### src/rtl/line_clear.sv
// line_clear: removes full rows from an 8x16 playfield, one row examined per cycle,
// and accumulates the number of cleared rows into a saturating 3-digit BCD score.
module line_clear #(
    parameter int unsigned SCORE_MAX = 999
) (
    input  logic         CLK,
    input  logic         reset,
    input  logic         start,
    input  logic [127:0] map_in,
    output logic [127:0] map_out,
    output logic         busy,
    output logic         done,
    output logic [4:0]   lines,
    output logic [11:0]  score
);

    typedef enum logic [1:0] {IDLE, SCAN, FINISH} state_t;

    localparam logic [11:0] MAX_BCD = {4'(SCORE_MAX / 100),
                                       4'((SCORE_MAX / 10) % 10),
                                       4'(SCORE_MAX % 10)};

    state_t        state_q;
    logic [127:0]  w_q;
    logic [3:0]    y_q;
    logic [4:0]    cnt_q;
    logic [127:0]  map_q;
    logic [4:0]    lines_q;
    logic [11:0]   score_q;
    logic          busy_q;
    logic          done_q;

    logic          row_full;
    logic [127:0]  w_shift_d;
    logic [11:0]   score_d;

    logic [3:0]    c_t;
    logic [3:0]    c_o;
    logic [4:0]    s_o;
    logic [4:0]    s_t;
    logic [4:0]    s_h;
    logic          co_o;
    logic          co_t;
    logic [11:0]   sum_bcd;

    assign row_full = (w_q[8*y_q +: 8] == 8'hFF);

    // Drop every row above the current one down by one; the top row refills empty.
    always_comb begin
        w_shift_d = w_q;
        w_shift_d[7:0] = 8'h00;
        for (int r = 1; r < 16; r++) begin
            if (r <= int'(y_q)) begin
                w_shift_d[8*r +: 8] = w_q[8*(r-1) +: 8];
            end
        end
    end

    // BCD add of the cleared-row count into the score, clamped at SCORE_MAX.
    always_comb begin
        c_t  = (cnt_q >= 5'd10) ? 4'd1 : 4'd0;
        c_o  = (cnt_q >= 5'd10) ? 4'(cnt_q - 5'd10) : cnt_q[3:0];
        co_o = 1'b0;
        co_t = 1'b0;
        s_o  = 5'(score_q[3:0]) + 5'(c_o);
        if (s_o > 5'd9) begin
            s_o  = s_o - 5'd10;
            co_o = 1'b1;
        end
        s_t = 5'(score_q[7:4]) + 5'(c_t) + 5'(co_o);
        if (s_t > 5'd9) begin
            s_t  = s_t - 5'd10;
            co_t = 1'b1;
        end
        s_h     = 5'(score_q[11:8]) + 5'(co_t);
        sum_bcd = {s_h[3:0], s_t[3:0], s_o[3:0]};
        if ((s_h > 5'd9) || (sum_bcd > MAX_BCD)) begin
            score_d = MAX_BCD;
        end else begin
            score_d = sum_bcd;
        end
    end

    // Control FSM; results and done are registered on the last scan edge so
    // they are already final during the single FINISH cycle.
    always_ff @(posedge CLK or negedge reset) begin
        if (!reset) begin
            state_q <= IDLE;
            w_q     <= '0;
            y_q     <= 4'd15;
            cnt_q   <= '0;
            map_q   <= '0;
            lines_q <= '0;
            score_q <= '0;
            busy_q  <= 1'b0;
            done_q  <= 1'b0;
        end else begin
            unique case (state_q)
                IDLE: begin
                    done_q <= 1'b0;
                    if (start) begin
                        w_q     <= map_in;
                        y_q     <= 4'd15;
                        cnt_q   <= '0;
                        busy_q  <= 1'b1;
                        state_q <= SCAN;
                    end
                end
                SCAN: begin
                    if (row_full) begin
                        w_q   <= w_shift_d;
                        cnt_q <= cnt_q + 5'd1;
                    end else if (y_q != 4'd0) begin
                        y_q <= y_q - 4'd1;
                    end else begin
                        map_q   <= w_q;
                        lines_q <= cnt_q;
                        score_q <= score_d;
                        done_q  <= 1'b1;
                        state_q <= FINISH;
                    end
                end
                FINISH: begin
                    done_q  <= 1'b0;
                    busy_q  <= 1'b0;
                    state_q <= IDLE;
                end
                default: begin
                    state_q <= IDLE;
                end
            endcase
        end
    end

    assign map_out = map_q;
    assign lines   = lines_q;
    assign score   = score_q;
    assign busy    = busy_q;
    assign done    = done_q;

endmodule

### config.mk
export PLATFORM = sky130hd
export DESIGN_NAME = line_clear
export DESIGN_NICKNAME = d
export VERILOG_FILES = /design/src/rtl/line_clear.sv
export SDC_FILE = /design/constraint.sdc
export NUM_CORES = 1
export LEC_CHECK = 0
export CAP_MARGIN = 20
export CORE_UTILIZATION = 35
export DETAILED_ROUTE_END_ITERATION = 8
export PLACE_DENSITY = 0.67
export REMOVE_ABC_BUFFERS = 1
export SLEW_MARGIN = 25
export SYNTH_ARGS = -nofsm -noshare
export SYNTH_HDL_FRONTEND = slang
export SYNTH_SLANG_ARGS = --single-unit
### constraint.sdc
create_clock -name CLK -period 7.2 [get_ports CLK]
set_clock_uncertainty 0.15 [all_clocks]
set_input_delay 0.72 -clock CLK [delete_from_list [all_inputs] [get_ports CLK]]
set_output_delay 0.72 -clock CLK [all_outputs]
set_load 0.01 [all_outputs]
# After elaboration in Yosys (flattened, before gate mapping)
# Index checks and enable logic that the tools add are counted.
classes:
  muxes: 41
  mul: 0
  n_bitwise: 2
  add_sub_neg: 9
  reduce_logical: 28
  n_div: 0
  n_eq_ne: 23
  order_cmp: 20
  n_shift: 1
op_table:
  columns: ["op", "n"]
  rows:
  - ["128-bit two-way mux", 2]
  - ["128-bit case mux with 2 select lines", 1]
  - ["128-bit by 8-bit indexed part select with 8-bit output", 1]
  - ["8-bit two-way mux", 15]
  - ["4-bit AND reduction", 16]
  - ["2-bit != test, second input constant", 20]
  - ["4-bit less-or-equal comparator, first input constant", 8]
  - ["4-bit two-way mux", 6]
  - ["3-bit by 4-bit less-or-equal comparator with 1-bit output, first input constant", 4]
  - ["5-bit by 4-bit > comparator with 1-bit output, second input constant", 3]
  - ["12-bit > comparator, second input constant", 1]
  - ["12-bit two-way mux", 1]
  - ["3-bit AND reduction", 4]
  - ["4-bit subtractor, second input constant", 3]
  - ["4-bit by 1-bit adder with 5-bit output", 2]
  - ["5-bit two-way mux", 2]
  - ["5-bit case mux with 2 select lines", 1]
  - ["8-bit equality test, second input constant", 1]
  - ["2-bit by 4-bit less-or-equal comparator with 1-bit output, first input constant", 2]
  - ["4-bit case mux with 2 select lines", 1]
  - ["1-bit two-way mux", 6]
  - ["2-bit two-way mux", 3]
  - ["2-bit nonzero test", 3]
  - ["4-bit by 4-bit adder with 5-bit output", 1]
  - ["15 further kinds", 17]
word_totals:
  ff_bits: 286
  output_inout_bits: 147
  mem_bits_rw: 0
  input_bits: 131
  latchBits: 0
  romBits: 0
  memories: 0

# Logic depth before layout (Yosys ltp)
# Gate-level depths: netlist of run 1.
depth:
  word_depth: 12
  depth_mapped: 25
  ltp_nobuf: 25

# Worst setup path after synthesis of run 1
# Ideal clock, no wire load.
synth_timing:
  path_type: "register to register"
  startpoint: "reg cnt_q[1]"
  endpoint: "reg score_q[11], in the netlist score[11]"
  t_arrival_ns: 5.570
  required_ns: 6.925
  setup_slack_ns: 1.355
  path_buffers: 0
  path_stages_with_launch: 25
  setup_ns: 0.125
  cell_sequence: "dfrtp_1 inv_1 ha_1 o21ai_0 a21o_1 xnor2_1 ha_1 a21o_1 a21oi_1 xor2_1 o21ai_0 fa_1 ha_1 or2_2 a21oi_1 nor2_1 ha_1 ha_1 inv_1 and4_1 o32ai_1 nor3_1 a211oi_1 nand2_1 mux2_2"
synth_between:
  elab_chain_cells: 12
  elab_cells_between_ends: 20
  classes_between: "add/sub (7); order compare (5); mux (7); reduce/logical (1)"
synth_rtl:
  columns: ["element", "line", "text"]
  rows:
  - ["start, declared", "26", "logic [4:0] cnt_q;"]
  - ["start signal, assigned", "112", "cnt_q <= cnt_q + 5'd1;"]
  - ["4-bit subtractor / 5-bit by 4-bit greater-or-equal comparator with 1-bit output (equally long branches)", "62, 61", null]
  - ["4-bit two-way mux", "62", "c_o = (cnt_q >= 5'd10) ? 4'(cnt_q - 5'd10) : cnt_q[3:0];"]
  - ["4-bit by 4-bit adder with 5-bit output", "65", "s_o = 5'(score_q[3:0]) + 5'(c_o);"]
  - ["5-bit by 4-bit > comparator with 1-bit output", "66", "if (s_o > 5'd9) begin"]
  - ["1-bit two-way mux", "66", null]
  - ["5-bit by 1-bit adder with 5-bit output", "70", "s_t = 5'(score_q[7:4]) + 5'(c_t) + 5'(co_o);"]
  - ["5-bit by 4-bit > comparator with 1-bit output", "71", "if (s_t > 5'd9) begin"]
  - ["1-bit two-way mux", "71", null]
  - ["4-bit by 1-bit adder with 5-bit output", "75", "s_h = 5'(score_q[11:8]) + 5'(co_t);"]
  - ["12-bit > comparator / 5-bit by 4-bit > comparator with 1-bit output (equally long branches)", "77", "if ((s_h > 5'd9) || (sum_bcd > MAX_BCD)) begin"]
  - ["1-bit logical OR", "77", null]
  - ["12-bit two-way mux *", "77", null]
  - ["end signal, assigned", "118", "score_q <= score_d;"]
  - ["end, declared", "29", "logic [11:0] score_q;"]
# Every way passes the cells marked *; elsewhere a longest branch is shown, timed or not.
# A chain may end at the register's enable or synchronous reset.

# Worst setup path in the final report of run 1
# Same ends and word-level chain as after synthesis.

==> flow_summary.toml, run 1 <==
[floorplanning]
dieArea_um2 = 40300
start_util_pct = 35.6
die_w_um = 201
pin_count = 278
die_height_um = 201
core-area_um2 = 38800
rows = 72

[clock_tree]
tritoncts = "built"
cts.sink_count = 286
hold_buffers = 0
cts_root_buf = "clkbuf_16"
cts-htree-levels = 2
cts_resized = 0
clk_latency_ns = 0.52
cts_made_buffers = 34
clk_pin_slew_ns = 0.06
clockBufferDepth = 3
cts_setup_buffers = 0

[sta]
maxSlewViolCount = 0
finalSetupViolCount = 0
worst_pin_slew_ns = 1.02
fmax_mhz = 159
slew_headroom_pct = 32.1
fin_crit_sh_pct = 87.4
rsz0062_at_grt = "no"
timing.final.ws_setup_ns = 0.908
hold_viol_final = 0
period_minus_slack_ns = 6.29

[synth]
synthXorXnorAreaFrac_pct = 0.317
synth_cell_types = 64
synth-edff-count = 0
avgSynthCellArea_um2 = 9.29
yosys.area_share.simple_pct = 24.4
yosys-top-cells-area = "dfrtp_1 51%, nand2_1 19%, mux2_2 11%"
netlist_instances = 1487
yosys.area.top_type = "dfrtp_1"
ys_warn_count = 0
synthAdderAreaFrac_pct = 1.92
synth_top_family_by_area = "simple AND/OR/NAND/NOR gates"
synthTopCellsByCount = "699 x nand2_1, 282 x dfrtp_1, 132 x mux2_2"
yosysMostFrequentCell = "nand2_1"
synth_compound_area_share_pct = 5.54
synth-seq-area-share_pct = 51.9
synth.area.mux_share_pct = 13.2
synth.top_cell.area_share_pct = 51.1
ys.flop_type = "dfrtp_1"
ys_ff_latch = 286
syn_area_um2 = 13800
async_flop_share_pct = 100

[route]
first_pass_iters = 7
wirelength_um = 41100
drtIter0Drc = 740
via_count = 11400
via_per_inst = 4.98
ant_nets = 0
route.detailed.drc = 0
wl_per_cell_um = 18.0

[global_routing]
grt_pass1_vias = 11500
antenna_found_initial = 3
grt_max_degree = 120
grt_pass1_wl_um = 65400
overflow = 0
grtUsageTotal_pct = 20.5

[pwr]
p_sw_share_pct = 37.7
power.switching_w = 0.00315
fin_total_pwr_w = 0.00835
leakage_nw = 8.56
sequentialPowerShare_pct = 36.6
pwr-share-comb_pct = 41.9
power_frac_clock_pct = 21.5
p_int_w = 0.00520
ir_drop_mv = 0.200
power_density_nw_per_um2 = 456

[cells_and_area]
final_util_pct = 47.2
fin_nets = 1893
area_delta_synth_final_pct = 32.6
layout-drive-gt1-share_pct = 13.6

[critical_path]
arrival_ns = 6.54
required_ns = 7.45
crit_type = "flop to flop"
worst_setup_path_start_kind = "flop"
cp-end-kind = "flop"
critPathMaxFanout = 10

[place]
dpl.hpwl_um = 28300
io_buffers = 277
pre_cts_slack_ns = 1.04
gp_congestion = 0.875

[min_path]
holdCritPathClass = "flop to flop"

[run_status]
status = "completed"

[run]
cap_violations = 0
## metrics by stage
step	area [µm²]	hold slack [ns]	TNS, ns	std cells
floorplan	13500	0.274	-300.27	1413
global placement	17100	0.308	0	2222
detailed placement	17100	0.312	0	2222
CTS	18300	0.165	0	2284
global route	18300	0.349	0	2288
finish	18300	0.318	0	2288
## state kept, by name (all words and copies together), names as in the netlist
signal   count
lines        5
map_out    128
state_q      2
done         1
w_q        128
score       12
busy         1
y_q          4
cnt_q        5
## per-layer routing
| metal | GRT usage (%) | up-vias | wire, µm |
|---|---|---|---|
| met1 | 27.8 | 5540 | 18300 |
| met4 | 6.71 | 2 | 1020 |
| met5 | 0 | - | 13 |
| li1 | - | 5421 | - |
| met2 | 33.2 | 359 | 19500 |
| met3 | 3.73 | 64 | 2300 |
## area by class of cell
cell class / count / area, µm²
clock inverters: 10 / 106
flip-flops and latches: 286 / 7160
multi-input cells: 1112 / 6330
diodes: 2 / 5.00
inverters: 15 / 61.3
clock buffers: 52 / 1080
well taps: 518 / 648
fillers: 3611 / 20500
repair buffers: 293 / 2920
## critical path, cell delays in order, from the launching register on
cell and delay (ns):
dfrtp_1 0.43, inv_1 0.13, ha_1 0.24, o21ai_0 0.12, a21o_1 0.23, xnor2_1 0.25, ha_1 0.28, a21o_1 0.18
a21oi_1 0.18, xor2_1 0.34, o21ai_0 0.27, fa_1 0.48, ha_1 0.28, or2_2 0.36, a21oi_1 0.22, nor2_1 0.07
ha_1 0.26, ha_1 0.35, inv_1 0.08, and4_1 0.19, o32ai_1 0.20, nor3_1 0.09, a211oi_1 0.24, buf_4 0.20
nand2_1 0.07, mux2_2 0.26
## placed cells by master, fill, tap and decap left out, types with 3 or more instances in the layout
cell type,count
mux4_2,3
a21oi_4,7
clkbuf_16,37
o32ai_1,3
a211o_1,3
dfrtp_1,282
nor2b_1,8
nor3_1,6
clkdlybuf4s50_1,276
nand2_1,699
clkbuf_8,10
clkbuf_1,5
a211oi_1,6
ha_1,18
mux2_2,132
or2_2,3
nor4_1,4
xnor2_1,4
inv_1,13
and2_1,5
clkinv_2,6
buf_4,14
nand3_1,27
mux2i_1,26
dfstp_2,4
o21ai_0,33
nand4b_1,9
nand2b_1,4
nor2_1,18
nand4_1,24
or3_1,4
a21oi_1,15
o21ai_4,4
a21o_1,3
## final timing paths
check                                 from           end  slack, ns  cells past startpoint
max in group asynchronous            reset       w_q[73]       4.80                      4
worst min-delay path            map_out[3]    map_out[3]       0.32                      2
worst max-delay path              cnt_q[1]     score[11]       0.91                     25
min in group asynchronous            reset  map_out[117]       0.52                      2
worst max register to register    cnt_q[1]     score[11]       0.91                     25
worst min register to register  map_out[3]    map_out[3]       0.32                      2
## power groups by stage
stage,clock network [W],logic [W],registers [W]
after floorplan,0,0.00201,0.00301
after global placement,0,0.00343,0.00304
after detailed placement,0,0.00351,0.00306
after CTS,0.00185,0.00353,0.00305
after global routing,0.00191,0.00385,0.00316
final,0.00180,0.00350,0.00305
## logic make-up (layout without fill, tap and decap cells)
kind of cell	after synthesis	in the layout
XOR/XNOR	5	5
multiplexers	162	162
adder cells (fa/ha/maj)	20	20
AO/OA/AOI/OAI	99	99
flip-flops	286	286
AND/OR/NAND/NOR	826	826
other	0	2
buffers and inverters	89	370
Note: power is estimated with default switching activity, not from simulation.
==> run 2: changes to the inputs <==
Settings changed: PLACE_DENSITY 0.67 to not set, PLACE_DENSITY_LB_ADDON set to 0.12.
==> run 2 against run 1 <==
  * Setup slack improved by 0.054 ns
  * Flip-flop and latch count did not move
  * First-iteration DRC count decreased by 32%
  * Non-clock buffer count decreased by 2
  * Fmax rose by 0.87%
  * Utilization rose by 0.15 points
  * Largest power group unchanged
==> flow_summary.toml, run 2 (synthesis results as in run 1) <==
[run_status]
status = "completed"

[global_routing]
grtUsageTotal_pct = 20.9
overflow = 0
grt_max_degree = 163
grt_pass1_wl_um = 66600
antenna_found_initial = 3
grt_pass1_vias = 11500

[critical_path]
regToRegSetupSlack_ns = 0.96
worst_setup_path_start_kind = "flop"
cpMaxStageDelayCell = "fa_1"
cp-end-kind = "flop"
arrival_ns = 6.49
path_common_cell = "ha_1"
critPathMaxFanout = 10
required_ns = 7.45
cpPeakStageDelay_ns = 0.48
crit_type = "flop to flop"

[pwr]
power.switching_w = 0.00313
power_frac_clock_pct = 22.9
leakage_nw = 8.58
fin_total_pwr_w = 0.00846
p_sw_share_pct = 37.0
ir_drop_mv = 0.206
pwr-share-comb_pct = 41.6
power_density_nw_per_um2 = 460
p_int_w = 0.00533
sequentialPowerShare_pct = 35.6

[floorplanning]
start_util_pct = 35.6
dieArea_um2 = 40300
die_height_um = 201
die_w_um = 201
pin_count = 278
core-area_um2 = 38800
rows = 72

[clock_tree]
cts_made_buffers = 34
cts-htree-levels = 2
cts.sink_count = 286
clk_latency_ns = 0.52
cts_resized = 0
clockBufferDepth = 3
cts_root_buf = "clkbuf_16"
clk_pin_slew_ns = 0.06
cts_setup_buffers = 0
hold_buffers = 1
tritoncts = "built"

[cells_and_area]
layout-drive-gt1-share_pct = 13.3
fin_nets = 1891
mostFrequentLayoutCell = "nand2_1"
area_delta_synth_final_pct = 33.0
final_cell_mix = "699 x nand2_1, 282 x dfrtp_1, 276 x clkdlybuf4s50_1"

[sta]
timing.final.ws_setup_ns = 0.962
fmax_mhz = 160
hold_viol_final = 0
rsz0062_at_grt = "no"
finalSetupViolCount = 0
period_minus_slack_ns = 6.24
maxSlewViolCount = 0
slew_headroom_pct = 35.5
holdWs_ns = 0.322
fin_crit_sh_pct = 86.6
worst_pin_slew_ns = 0.967

[route]
drtIter0Drc = 506
via_per_inst = 4.89
ant_nets = 0
via_count = 11200
route.detailed.drc = 0
wl_per_cell_um = 18.2
first_pass_iters = 5
wirelength_um = 41600

[min_path]
holdCritPathClass = "flop to flop"

[place]
gp_congestion = 0.874
pre_cts_slack_ns = 1.01
io_buffers = 277
dpl.hpwl_um = 28200

[run]
cap_violations = 0
==> run 2: worst paths after layout <==
check	start	to	depth (start not counted)
worst max-delay path	cnt_q[1]	score[11]	25
worst min-delay path	map_out[96]	map_out[96]	2
worst max register to register	cnt_q[1]	score[11]	25
worst min register to register	map_out[96]	map_out[96]	2
max in group asynchronous	reset	w_q[123]	3
min in group asynchronous	reset	map_out[6]	2
==> run 2: per-stage QoR <==
stage               util (%)  cell area [µm²]  cells  setup TNS (ns)
floorplan                  -            13500   1413         -300.27
global route            47.3            18400   2283               0
global placement        44.0            17100   2221               0
detailed placement      44.0            17100   2221               0
CTS                     47.3            18400   2282               0
finish                  47.3            18400   2284               0
==> run 2: final cells by class <==
class	count	area [µm²]
sequential	286	7160
multi-input combinational	1112	6320
tap	518	648
fill	3774	20500
clock inverter	8	190
inverter	15	58.8
timing repair buffer	291	2910
clock buffer	52	1070
antenna	2	5.00
==> run 2: power groups by stage <==
stage	Clock [W]	Combinational, W	Sequential [W]
finish	0.00193	0.00351	0.00301
floorplan	0	0.00201	0.00301
detailed placement	0	0.00355	0.00303
CTS	0.00198	0.00357	0.00302
global placement	0	0.00350	0.00302
global route	0.00205	0.00390	0.00312
==> run 2: layer usage <==
layer  routed length (µm)  part of all wire (%)  vias to the layer above  track usage (%)
met4                  731                   1.8                        2             5.07
met3                 2120                   5.1                       46             4.51
li1                     -                     -                     5419                -
met2                19400                    47                      252             33.6
met1                19400                    47                     5442             28.8
met5                   13                 0.031                        -                0
==> run 2: critical path: cells and delay by family (launching register included) <==
family / cells / cell delay (ns)
simple gates: 5 / 0.79
buf+inv: 3 / 0.40
flops: 1 / 0.43
mux: 1 / 0.27
xor+xnor: 2 / 0.54
compound gates: 8 / 1.66
fa+ha+maj: 6 / 1.89
==> run 3: changes to the inputs <==
Settings changed: RECOVER_POWER set to 50.
==> run 3 against run 2 <==
  * The flow now finishes with violations (max-capacitance violations, max-slew violations)
  * Final area is 0.16% lower
  * Final cell count stayed put
  * First-iteration DRC count is 6.9% higher
  * Highest routed layer unchanged
==> flow_summary.toml, run 3 (synthesis results as in run 1) <==
[run_status]
status = "finished, violations left"
violations = "max-capacitance violations, max-slew violations"

[place]
dpl_cell_area_um2 = 17100
io_buffers = 277
gp_congestion = 0.874
dp_cells = 2221
pre_cts_slack_ns = 1.01
dpl.hpwl_um = 28200

[critical_path]
cpMaxStageDelayCell = "fa_1"
cpPeakStageDelay_ns = 0.48
critPathMaxFanout = 10
crit_type = "flop to flop"
worst_setup_path_start_kind = "flop"
required_ns = 7.45
cp-end-kind = "flop"
path_common_cell = "ha_1"
arrival_ns = 6.49

[clock_tree]
tritoncts = "built"
cts.sink_count = 286
clk_pin_slew_ns = 0.06
cts_resized = 0
cts_made_buffers = 34
cts_root_buf = "clkbuf_16"
cts-htree-levels = 2
clockBufferDepth = 3
clk_latency_ns = 0.52

[sta]
maxSlewViolCount = 326
fmax_mhz = 160
finalSetupViolCount = 0
slew_headroom_pct = -118
hold_viol_final = 0
worst_pin_slew_ns = 3.28
period_minus_slack_ns = 6.23
timing.final.ws_setup_ns = 0.967
rsz0062_at_grt = "no"
holdWs_ns = 0.316
fin_crit_sh_pct = 86.6

[global_routing]
top_usage_layer = "met2"
use_met3_pct = 4.51
grt_pass1_wl_um = 66600
grtUsageMet1_pct = 28.8
use_met2_pct = 33.6
grt_pass1_vias = 11500
grtUsageTotal_pct = 20.9
overflow = 0
grt_max_degree = 163
antenna_found_initial = 3

[route]
first_pass_iters = 4
drtIter0Drc = 541
ant_nets = 0
wirelength_um = 41600
via_per_inst = 4.89
via_count = 11200
wl_per_cell_um = 18.2
route.detailed.drc = 0

[cells_and_area]
final_cell_mix = "699 x nand2_1, 282 x dfrtp_1, 143 x clkdlybuf4s50_1"
fin_nets = 1891
layout-drive-gt1-share_pct = 13.2
mostFrequentLayoutCell = "nand2_1"
filler_cell_count = 3778
final_area_um2 = 18300
area_delta_synth_final_pct = 32.8
fin_cells = 2284
multi_input_area_um2 = 6320
seq_area_um2 = 7160

[floorplanning]
start_util_pct = 35.6
die_height_um = 201
core-area_um2 = 38800
rows = 72
die_w_um = 201
pin_count = 278
dieArea_um2 = 40300

[pwr]
ir_drop_mv = 0.204
fin_total_pwr_w = 0.00833
power_density_nw_per_um2 = 454
leakage_nw = 8.86

[run]
cap_violations = 4

[min_path]
holdCritPathClass = "flop to flop"
-- run 3: changes by cell type in the layout (fill, tap and decap cells not counted) --
cell / before / now
clkbuf_2: 0 / 1
clkbuf_4: 0 / 1
clkbuf_1: 6 / 8
buf_4: 11 / 9
dlygate4sd3_1: 1 / 134
buf_12: 2 / 1
clkdlybuf4s50_1: 276 / 143
buf_8: 1 / 0
-- run 3: area by class of cell --
class	count	area share [%]
diodes	2	0.0273
clock buffers	52	5.85
clock inverters	8	1.04
inverters	15	0.321
multi-input cells	1112	34.5
flip-flops and latches	286	39.0
well taps	518	3.53
repair buffers	291	15.7
-- run 3: layer usage --
layer  wire, µm  vias up
met5         13        -
li1           -     5421
met1      19400     5457
met2      19400      243
met3       2100       46
met4        731        2
-- run 3: metrics by stage --
| step | setup TNS [ns] | util [%] |
|---|---|---|
| global route | 0 | 47.2 |
| CTS | 0 | 47.3 |
| detailed placement | 0 | 44.0 |
| floorplan | -300.27 | - |
| global placement | 0 | 44.0 |
| finish | 0 | 47.2 |
-- run 3: worst paths after layout --
kind                                end    startpoint  slack, ns  depth (start not counted)
setup / recovery              score[11]      cnt_q[1]       0.97                         25
hold / removal             map_out[125]  map_out[125]       0.32                          2
setup reg to reg              score[11]      cnt_q[1]       0.97                         25
hold reg to reg            map_out[125]  map_out[125]       0.32                          2
max in group asynchronous   map_out[79]         reset       1.43                          3
min in group asynchronous    map_out[6]         reset       1.70                          2
-- run 3: where the power goes --
group	switching (W)	leakage, nW	internal, W	total (W)
Sequential	0.000659	3.60	0.00234	0.00299
Combinational	0.00176	4.64	0.00164	0.00340
Clock	0.000696	0.620	0.00124	0.00194
-- run 3: what timing repair did --
item	CTS	global route
setup endpoints to repair	0	0
hold endpoints to repair	33	0
hold buffers	1	0
buffers inserted	0	0
-- run 3: critical path, delay by kind of cell (launching register included) --
kind / cells / cell delay, ns
AOI/OAI and AO/OA: 8 / 1.66
xor gates and xnor gates: 2 / 0.55
adders and majority gates: 6 / 1.89
buffers and inverters: 3 / 0.40
DFF: 1 / 0.43
muxes: 1 / 0.27
and+or+nand+nor: 5 / 0.79
